## src/rtl/alu_pkg.sv

```systemverilog
// Shared constants for the ALU arbiter: ALUConf operation codes and FSM state encoding.
package alu_pkg;

    localparam int DATA_W = 32;

    typedef enum logic [1:0] {
        ST_IDLE = 2'd0,
        ST_EXEC = 2'd1,
        ST_RESP = 2'd2
    } state_t;

    localparam logic [4:0] ALU_ADD  = 5'b00000;
    localparam logic [4:0] ALU_OR   = 5'b00001;
    localparam logic [4:0] ALU_AND  = 5'b00010;
    localparam logic [4:0] ALU_SUB  = 5'b00110;
    localparam logic [4:0] ALU_SLT  = 5'b00111;
    localparam logic [4:0] ALU_NOR  = 5'b01100;
    localparam logic [4:0] ALU_XOR  = 5'b01101;
    localparam logic [4:0] ALU_SRL  = 5'b10000;
    localparam logic [4:0] ALU_SRA  = 5'b11000;
    localparam logic [4:0] ALU_SLL  = 5'b11001;
    localparam logic [4:0] ALU_ANDN = 5'b11010;
    localparam logic [4:0] ALU_ADDU = 5'b11011;

endpackage

```

## src/rtl/alu_arbiter_alu.sv

```systemverilog
// Combinational ALU: In1/In2 operands, ALUConf code, signed-compare select; shifts move In2 by In1[4:0].
module alu_arbiter_alu
    import alu_pkg::*;
(
    input  logic [4:0]        conf,
    input  logic              sign,
    input  logic [DATA_W-1:0] in1,
    input  logic [DATA_W-1:0] in2,
    output logic [DATA_W-1:0] result,
    output logic              zero,
    output logic              overflow
);

    logic signed [DATA_W-1:0] in1_s;
    logic signed [DATA_W-1:0] in2_s;
    logic        [DATA_W-1:0] sum;
    logic                     less;

    assign in1_s = in1;
    assign in2_s = in2;
    assign sum   = in1 + in2;
    assign less  = sign ? (in1_s < in2_s) : (in1 < in2);

    always_comb begin
        result = '0;
        unique case (conf)
            ALU_ADD,
            ALU_ADDU: result = sum;
            ALU_OR:   result = in1 | in2;
            ALU_AND:  result = in1 & in2;
            ALU_SUB:  result = in1 - in2;
            ALU_SLT:  result = {{(DATA_W-1){1'b0}}, less};
            ALU_NOR:  result = ~(in1 | in2);
            ALU_XOR:  result = in1 ^ in2;
            ALU_SRL:  result = in2 >> in1[4:0];
            ALU_SRA:  result = in2_s >>> in1[4:0];
            ALU_SLL:  result = in2 << in1[4:0];
            ALU_ANDN: result = in1 & ~in2;
            default:  result = '0;
        endcase
    end

    assign zero = (result == '0);

    // Only the checked add reports overflow: like-signed operands whose sum flips sign.
    assign overflow = (conf == ALU_ADD) && (in1[DATA_W-1] == in2[DATA_W-1])
                      && (sum[DATA_W-1] != in1[DATA_W-1]);

endmodule

```

## src/rtl/alu_arbiter.sv

```systemverilog
// Two-requester arbiter sharing one ALU: IDLE accepts and latches, EXEC computes, RESP reports done.
module alu_arbiter
    import alu_pkg::*;
#(
    parameter bit FIXED_PRIO = 1'b0
) (
    input  logic              clk,
    input  logic              reset,
    input  logic              req0,
    input  logic              req1,
    input  logic [4:0]        conf0,
    input  logic [4:0]        conf1,
    input  logic              sign0,
    input  logic              sign1,
    input  logic [DATA_W-1:0] a0,
    input  logic [DATA_W-1:0] a1,
    input  logic [DATA_W-1:0] b0,
    input  logic [DATA_W-1:0] b1,
    output logic              grant0,
    output logic              grant1,
    output logic              done0,
    output logic              done1,
    output logic [DATA_W-1:0] result,
    output logic              zero,
    output logic              overflow,
    output logic              busy
);

    state_t            state;
    state_t            state_nxt;
    logic              any_req;
    logic              pick;
    logic              winner;
    logic              last_served;
    logic [4:0]        conf_l;
    logic              sign_l;
    logic [DATA_W-1:0] a_l;
    logic [DATA_W-1:0] b_l;
    logic [DATA_W-1:0] alu_result;
    logic              alu_zero;
    logic              alu_overflow;

    assign any_req = req0 | req1;

    // A lone requester always wins; ties go to fixed priority or away from the last served.
    always_comb begin
        pick = 1'b0;
        if (req1 && !req0)
            pick = 1'b1;
        else if (req0 && req1 && !FIXED_PRIO)
            pick = ~last_served;
    end

    always_ff @(posedge clk or negedge reset) begin
        if (!reset)
            state <= ST_IDLE;
        else
            state <= state_nxt;
    end

    always_comb begin
        state_nxt = state;
        unique case (state)
            ST_IDLE: if (any_req) state_nxt = ST_EXEC;
            ST_EXEC: state_nxt = ST_RESP;
            ST_RESP: state_nxt = ST_IDLE;
            default: state_nxt = ST_IDLE;
        endcase
    end

    always_comb begin
        grant0 = (state == ST_EXEC) && !winner;
        grant1 = (state == ST_EXEC) &&  winner;
        done0  = (state == ST_RESP) && !winner;
        done1  = (state == ST_RESP) &&  winner;
        busy   = (state != ST_IDLE);
    end

    // Operand latch at accept, result capture at EXEC->RESP, fairness update at RESP->IDLE.
    always_ff @(posedge clk or negedge reset) begin
        if (!reset) begin
            winner      <= 1'b0;
            last_served <= 1'b1;
            conf_l      <= '0;
            sign_l      <= 1'b0;
            a_l         <= '0;
            b_l         <= '0;
            result      <= '0;
            zero        <= 1'b0;
            overflow    <= 1'b0;
        end else begin
            unique case (state)
                ST_IDLE: begin
                    if (any_req) begin
                        winner <= pick;
                        conf_l <= pick ? conf1 : conf0;
                        sign_l <= pick ? sign1 : sign0;
                        a_l    <= pick ? a1 : a0;
                        b_l    <= pick ? b1 : b0;
                    end
                end
                ST_EXEC: begin
                    result   <= alu_result;
                    zero     <= alu_zero;
                    overflow <= alu_overflow;
                end
                ST_RESP: last_served <= winner;
                default: ;
            endcase
        end
    end

    alu_arbiter_alu u_alu (
        .conf     (conf_l),
        .sign     (sign_l),
        .in1      (a_l),
        .in2      (b_l),
        .result   (alu_result),
        .zero     (alu_zero),
        .overflow (alu_overflow)
    );

endmodule

```

## config.mk

```make
export PLATFORM = sky130hd
export DESIGN_NAME = alu_arbiter
export DESIGN_NICKNAME = d
export VERILOG_FILES = /design/src/rtl/alu_pkg.sv /design/src/rtl/alu_arbiter_alu.sv /design/src/rtl/alu_arbiter.sv
export SDC_FILE = /design/constraint.sdc
export NUM_CORES = 1
export LEC_CHECK = 0
export CORE_MARGIN = 2
export CORE_UTILIZATION = 60
export CTS_BUF_LIST = sky130_fd_sc_hd__clkbuf_8
export CTS_CLUSTER_SIZE = 14
export DETAILED_ROUTE_END_ITERATION = 8
export PLACE_DENSITY = 0.85
export SLEW_MARGIN = 15
export SYNTH_ARGS = -nofsm -noshare
export SYNTH_HDL_FRONTEND = slang
export SYNTH_SLANG_ARGS = --single-unit
```

## constraint.sdc

```tcl
create_clock -name clk -period 9.3 [get_ports clk]
set_clock_uncertainty 0.15 [all_clocks]
set_input_delay 2.79 -clock clk [delete_from_list [all_inputs] [get_ports clk]]
set_output_delay 2.79 -clock clk [all_outputs]
set_load 0.02 [all_outputs]
```

==> results.txt, run 1 <==
outcome: completed
RSZ-0062 raised after global routing: no
Lkg Pwr: 6.82 nW
Setup violations, final: 0
Yosys warnings: 0
Hold WC Path Type: flip-flop to flip-flop
TritonRoute pass-1 iters: 7
Post-Synth Adder-Cell Area: 8.52%
PortBufs: 182
Iteration-0 DRC Markers: 2714
core outline area: 23500 um^2
wire length per cell: 26.6 um
top-area cell type share of the netlist area: 18.6%
Tightest Pin Transition: 1.15 ns
P&R area growth vs syn: 13.3%
Fin. Hold Viols: 0
Cell variety after synth: 96
worst skew pair latency: 0.42 ns
Post-Synth XOR/XNOR Area: 2.19%
clock network power share: 4.3%
Max Fanout on Critical Path: 46
top-count cell post-synth: nor2_1
total grt overflow: 0
largest family of logic cells by synthesized area: compound AO/OA/AOI/OAI gates
Die Wd: 159 um
MaxCap Viol Count: 0
Num CTS Buffers: 9
mux cell area share after synthesis: 18.1%
PD cells: 454 nW/um^2
most frequent cells after synthesis: 193 x nor2_1, 178 x a21oi_1, 171 x nand2_1
Sw Ratio: 60.4%
GPL Wtd Cong: 1.11
Layout Nets: 2133
clk buf depth: 2
crit path DAT: 5.55 ns
leading area contributor after synthesis: dfrtp_1
CTS sink cnt: 108
CP required: 9.50 ns
final worst-path cycle share: 57.6%
initial cell density of the core: 61.3%
Yosys reg bits: 108
combinational group share of total power: 79.6%
Final Worst Setup Slack: 3.94 ns
Vias per Instance: 7.24
Post-Syn Nets: 2082
post_cts resized: 0
register area share after synthesis: 18.7%
synthesized area: 14400 um^2
maximum vdd drop: 0.481 mV
Final Slew Violations: 0
startpoint types: flip-flop
top cells by area, synth: dfrtp_1 19%, mux2i_1 9.9%, ha_1 8.2%, mux4_2 6.7%, a21oi_1 6.2%
Compound-Gate Fraction of Synth Area: 26.4%
Vias: 16000
row cnt: 56
CTS tree: done
DRT Wirelength: 58900 um
worst setup path start: a_l[1]
Ports: 183
ys async rst share: 100%
number of flops mapped to enable cells by yosys: 0
vias in the first global route: 15000
HPWL Detailed: 44500 um
Post-DRT Antenna Nets: 0
die height: 159 um
fin crit period: 5.36 ns
die area: 25300 um^2
worst r2r src: a_l[1]
largest net degree at the start of global routing: 93
pre-CTS setup slack: 3.71 ns
post-CTS setup buffer count: 0
Flop pwr share: 16.1%
Synth Area in Simple Gates: 18.1%
antenna cell count: 0
Crit Path Class: flip-flop to flip-flop
achievable frequency: 187 MHz
Reg clk slew, reported paths: 0.13 ns
layout cells sized above 1: 7.75%
Pint: 2.93 mW
ys flop type: dfrtp_1
GRT Overall Usage: 45.1%
Syn Area/Cell: 7.83 um^2
drt drc: 0
hold_buf cts: 0
H-tree depth: 3
HP Start: result[29]
Synth Instances: 1841
first-pass GRT wire length: 89400 um
endpoint class of the critical path: flip-flop
Net Sw Power: 4.48 mW
setup_tns: 0 ns
initial antenna violation count: 0
Root Buffer Master: clkbuf_8
Worst slew margin: 23.2%
## logic make-up after synthesis
logic type	Yosys count
simple gates	566
compound gates	563
buf+inv	269
mux	202
flops	108
fa+ha+maj	97
xor+xnor	36
## placed cells by master (no fill, tap or decap), types with 11 or more instances in the layout
cell type | netlist | final
o22ai_1 | 14 | 14
ha_1 | 95 | 95
clkdlybuf4s50_1 | 0 | 181
o221ai_1 | 11 | 11
nor2b_1 | 16 | 16
xnor2_1 | 34 | 34
inv_1 | 93 | 92
buf_4 | 5 | 31
mux2i_1 | 143 | 143
nor3_1 | 37 | 35
o211ai_1 | 38 | 38
o21ai_0 | 79 | 79
dfrtp_1 | 107 | 104
a21o_1 | 12 | 12
o21bai_1 | 11 | 11
and3_1 | 12 | 12
nand2_1 | 171 | 171
nor4_1 | 16 | 16
a211oi_1 | 27 | 27
a21oi_1 | 178 | 177
a221oi_1 | 15 | 15
a31oi_1 | 18 | 18
nand3_1 | 49 | 48
or4_1 | 11 | 11
nor2_1 | 193 | 192
o31ai_1 | 15 | 15
o2111ai_1 | 17 | 17
nand4_1 | 12 | 12
mux2_2 | 13 | 13
mux4_2 | 43 | 43
## path summary, 6_finish.rpt
| check | slack, ns | depth (start not counted) | to |
|---|---|---|---|
| max in group asynchronous | 5.54 | 2 | result[3] |
| min reg2reg | 0.34 | 2 | result[29] |
| min | 0.34 | 2 | result[29] |
| max reg2reg | 3.94 | 12 | zero |
| max | 3.94 | 12 | zero |
| min in group asynchronous | 2.21 | 1 | a_l[1] |
## per-layer routing
metal / vias up / track usage, % / share of wire (%) / wire length (um)
li1: 6903 / - / - / -
met1: 7522 / 60.3 / 37 / 21900
met2: 1332 / 68.7 / 43 / 25000
met3: 280 / 12.9 / 15 / 8640
met4: 0 / 19.0 / 5.6 / 3290
met5: - / 0 / 0 / 0
## power groups by stage
stage | Combinational, mW | Sequential (mW) | Clock, mW
after floorplan | 4.16 | 0.917 | 0
after global placement | 5.52 | 1.14 | 0
after detailed placement | 5.61 | 1.16 | 0
after CTS | 5.64 | 1.15 | 0.317
after global routing | 6.21 | 1.21 | 0.334
final | 5.91 | 1.19 | 0.316
## critical path: stages, from the launching register on
cell       delay [ns]
dfrtp_4          0.80
buf_4            0.62
mux4_2           0.67
nand2_1          0.10
nand2_1          0.17
o21ai_0          0.80
a211oi_1         0.27
nor3_1           0.53
o2111ai_1        0.20
nor3_1           0.46
and4_1           0.28
nand3_1          0.07
o21ai_1          0.14
## sequential cells by signal, indices dropped and copies added, names as in the netlist
register     flops
result          32
a_l             32
winner           1
conf_l           5
last_served      1
overflow         1
sign_l           1
zero             1
b_l             32
state            2
## area by class of cell
cell class,count,area [um^2]
multi-input cells,1464,10600
flip-flops and latches,108,2710
clock inverters,6,55.1
repair buffers,212,2040
fillers,1948,7210
inverters,97,364
clock buffers,10,138
well taps,319,399
## through the flow
stage / total power, mW / cell area, um^2 / hold slack, ns / std cells / utilization [%]
finish: 7.42 / 16300 / 0.337 / 2216 / 69.4
global route: 7.76 / 16300 / 0.370 / 2216 / 69.4
CTS: 7.11 / 16300 / 0.343 / 2216 / 69.4
detailed placement: 6.78 / 16100 / 0.314 / 2200 / 68.6
global placement: 6.66 / 16100 / 0.309 / 2200 / 68.6
floorplan: 5.08 / 14400 / 0.342 / 1841 / -
Power figures use the tool's default switching activity.
==> inputs of run 2 (changes only) <==
Settings changed: CORE_UTILIZATION 60 to 59, PLACE_DENSITY 0.85 to 0.84.
Clock period 9.3 ns to 5.2 ns, I/O delays scaled along.
==> run 2 against run 1 <==
Clock-buffer cell count up 1; sequential cell count unchanged; routed wire length up 5.6%; total power up 84%; worst hold slack better by 0.00052 ns; utilization down 0.68 points; clock power up 84%; worst setup slack worse by 3.4 ns; design area up 1.7%; largest power group unchanged; highest routed layer unchanged.
==> results.txt, run 2 (synthesized netlist as in run 1, its figures left out) <==
startpoint types: flip-flop (unchanged)
Final Slew Violations: 0 (unchanged)
worst skew pair latency: 0.43 ns (was 0.42 ns)
Num CTS Buffers: 9 (unchanged)
die area: 25700 um^2 (was 25300 um^2)
most frequent cells in the layout: 192 x nor2_1, 181 x clkdlybuf4s50_1, 177 x a21oi_1 (unchanged)
GRT Overall Usage: 47.5% (was 45.1%)
vias in the first global route: 15400 (was 15000)
Die Wd: 160 um (was 159 um)
total grt overflow: 0 (unchanged)
largest net degree at the start of global routing: 62 (was 93)
wire length per cell: 27.6 um (was 26.6 um)
final core occ: 68.7% (was 69.4%)
maximum vdd drop: 0.723 mV (was 0.481 mV)
Lkg Pwr: 6.99 nW (was 6.82 nW)
endpoint class of the critical path: flip-flop (unchanged)
DRT Wirelength: 62200 um (was 58900 um)
core outline area: 24200 um^2 (was 23500 um^2)
initial cell density of the core: 59.6% (was 61.3%)
row cnt: 57 (was 56)
PD cells: 820 nW/um^2 (was 454 nW/um^2)
post_cts resized: 0 (unchanged)
post-CTS setup buffer count: 0 (unchanged)
Tightest Pin Transition: 1.40 ns (was 1.15 ns)
drt drc: 0 (unchanged)
die height: 160 um (was 159 um)
Hold WC Path Type: flip-flop to flip-flop (unchanged)
first-pass GRT wire length: 93800 um (was 89400 um)
slowest stage delay, CP: 0.73 ns (was 0.80 ns)
Post-DP Area: 16400 um^2 (was 16100 um^2)
layout cells sized above 1: 9.32% (was 7.75%)
hold_buf cts: 0 (unchanged)
fin area: 16600 um^2 (was 16300 um^2)
crit path DAT: 4.84 ns (was 5.55 ns)
fin crit period: 4.65 ns (was 5.36 ns)
RSZ-0062 raised after global routing: no (unchanged)
Final Worst Setup Slack: 0.547 ns (was 3.94 ns)
Root Buffer Master: clkbuf_8 (unchanged)
GPL Wtd Cong: 1.14 (was 1.11)
CP most frequent cell: o21ai_0
hold_ws: 0.337 ns (about the same)
biggest regs: a_l: 32 flops, b_l: 32 flops, result: 32 flops (unchanged)
slowest CP cell: nor4_1 (was dfrtp_4)
PortBufs: 182 (unchanged)
achievable frequency: 215 MHz (was 187 MHz)
H-tree depth: 3 (unchanged)
final worst-path cycle share: 89.5% (was 57.6%)
Post-DRT Antenna Nets: 0 (unchanged)
CTS sink cnt: 108 (unchanged)
antenna cell count: 0 (unchanged)
Fin. Hold Viols: 0 (unchanged)
Layout Nets: 2167 (was 2133)
Setup violations, final: 0 (unchanged)
Reg clk slew, reported paths: 0.13 ns (about the same)
setup_tns: 0 ns (unchanged)
outcome: completed (unchanged)
Ports: 183 (unchanged)
CTS tree: done (unchanged)
commonest non-fill, non-tap cell in the layout: nor2_1 (unchanged)
pre-CTS setup slack: 0.879 ns (was 3.71 ns)
Vias: 16400 (was 16000)
Crit Path Class: flip-flop to flip-flop (unchanged)
Max Fanout on Critical Path: 23 (was 46)
P&R area growth vs syn: 15.2% (was 13.3%)
HPWL Detailed: 47700 um (was 44500 um)
Worst slew margin: 6.17% (was 23.2%)
MaxCap Viol Count: 0 (unchanged)
Iteration-0 DRC Markers: 2826 (was 2714)
initial antenna violation count: 1 (was 0)
final-layout fill cell count: 1977 (was 1948)
Vias per Instance: 7.29 (was 7.24)
clk buf depth: 2 (unchanged)
CP required: 5.39 ns (was 9.50 ns)
TritonRoute pass-1 iters: 9 (was 7)
CP Cell Sequence: clkinv_1, buf_4, ha_1, nor2_1, o311ai_2, a21oi_1, o21ai_0, o21ai_0, a2bb2oi_1, nor4_1, nor4b_1, and4_1, nand3_1, o21ai_1 (was buf_4, mux4_2, nand2_1, nand2_1, o21ai_0, a211oi_1, nor3_1, o2111ai_1, nor3_1, and4_1, nand3_1, o21ai_1)
run 2: cell types whose count changed in the layout (fill, tap and decap cells not counted), moves of 2 or more:
cell / before / now
buf_12: 0 / 2
buf_4: 31 / 63
clkinv_4: 0 / 2
inv_8: 2 / 0
run 2: where the power goes:
part           internal [mW]  leakage (nW)  total, mW  switching, mW
sequential              1.23          1.25       1.98          0.743
combinational           3.99          5.64       11.1           7.08
clock                  0.207        0.0965      0.580          0.373
total                   5.43          6.99       13.6           8.19
run 2: cell type report:
cell class / count / area [um^2] / share of cell area, %
Timing Repair Buffer: 246 / 2320 / 14.0
Clock buffer: 11 / 151 / 0.911
Clock inverter: 5 / 42.5 / 0.256
Inverter: 97 / 364 / 2.19
Multi-Input combinational cell: 1464 / 10600 / 63.9
Sequential cell: 108 / 2710 / 16.3
Tap cell: 324 / 405 / 2.44
run 2: per-stage QoR:
step           power, mW  std cells
3_5_place_dp        12.4       2239
6_report            13.6       2255
2_1_floorplan       9.09       1841
5_1_grt             14.2       2255
4_1_cts             13.0       2255
3_3_place_gp        12.2       2239
run 2: worst max-delay path: cells and delay by family (launching register included):
family / cells / cell delay [ns]
buffers and inverters: 2 / 0.31
adder cells (fa/ha/maj): 1 / 0.34
AO/OA/AOI/OAI: 6 / 1.60
flip-flops: 1 / 0.67
AND/OR/NAND/NOR: 5 / 1.47
run 2: worst paths after layout:
path / end / slack, ns / depth (start not counted) / from
min in group asynchronous: a_l[3] / 1.10 / 1 / reset
worst max-delay path: zero / 0.55 / 14 / a_l[1]
worst min register to register: result[23] / 0.34 / 2 / result[23]
worst max register to register: zero / 0.55 / 14 / a_l[1]
worst min-delay path: result[23] / 0.34 / 2 / result[23]
max in group asynchronous: zero / 2.85 / 2 / reset
run 2: per-layer routing:
metal  part of all wire [%]  GRT usage (%)
met5                      0              0
met4                    5.5           21.8
met3                     15           14.0
met2                     42           71.0
met1                     37           63.7
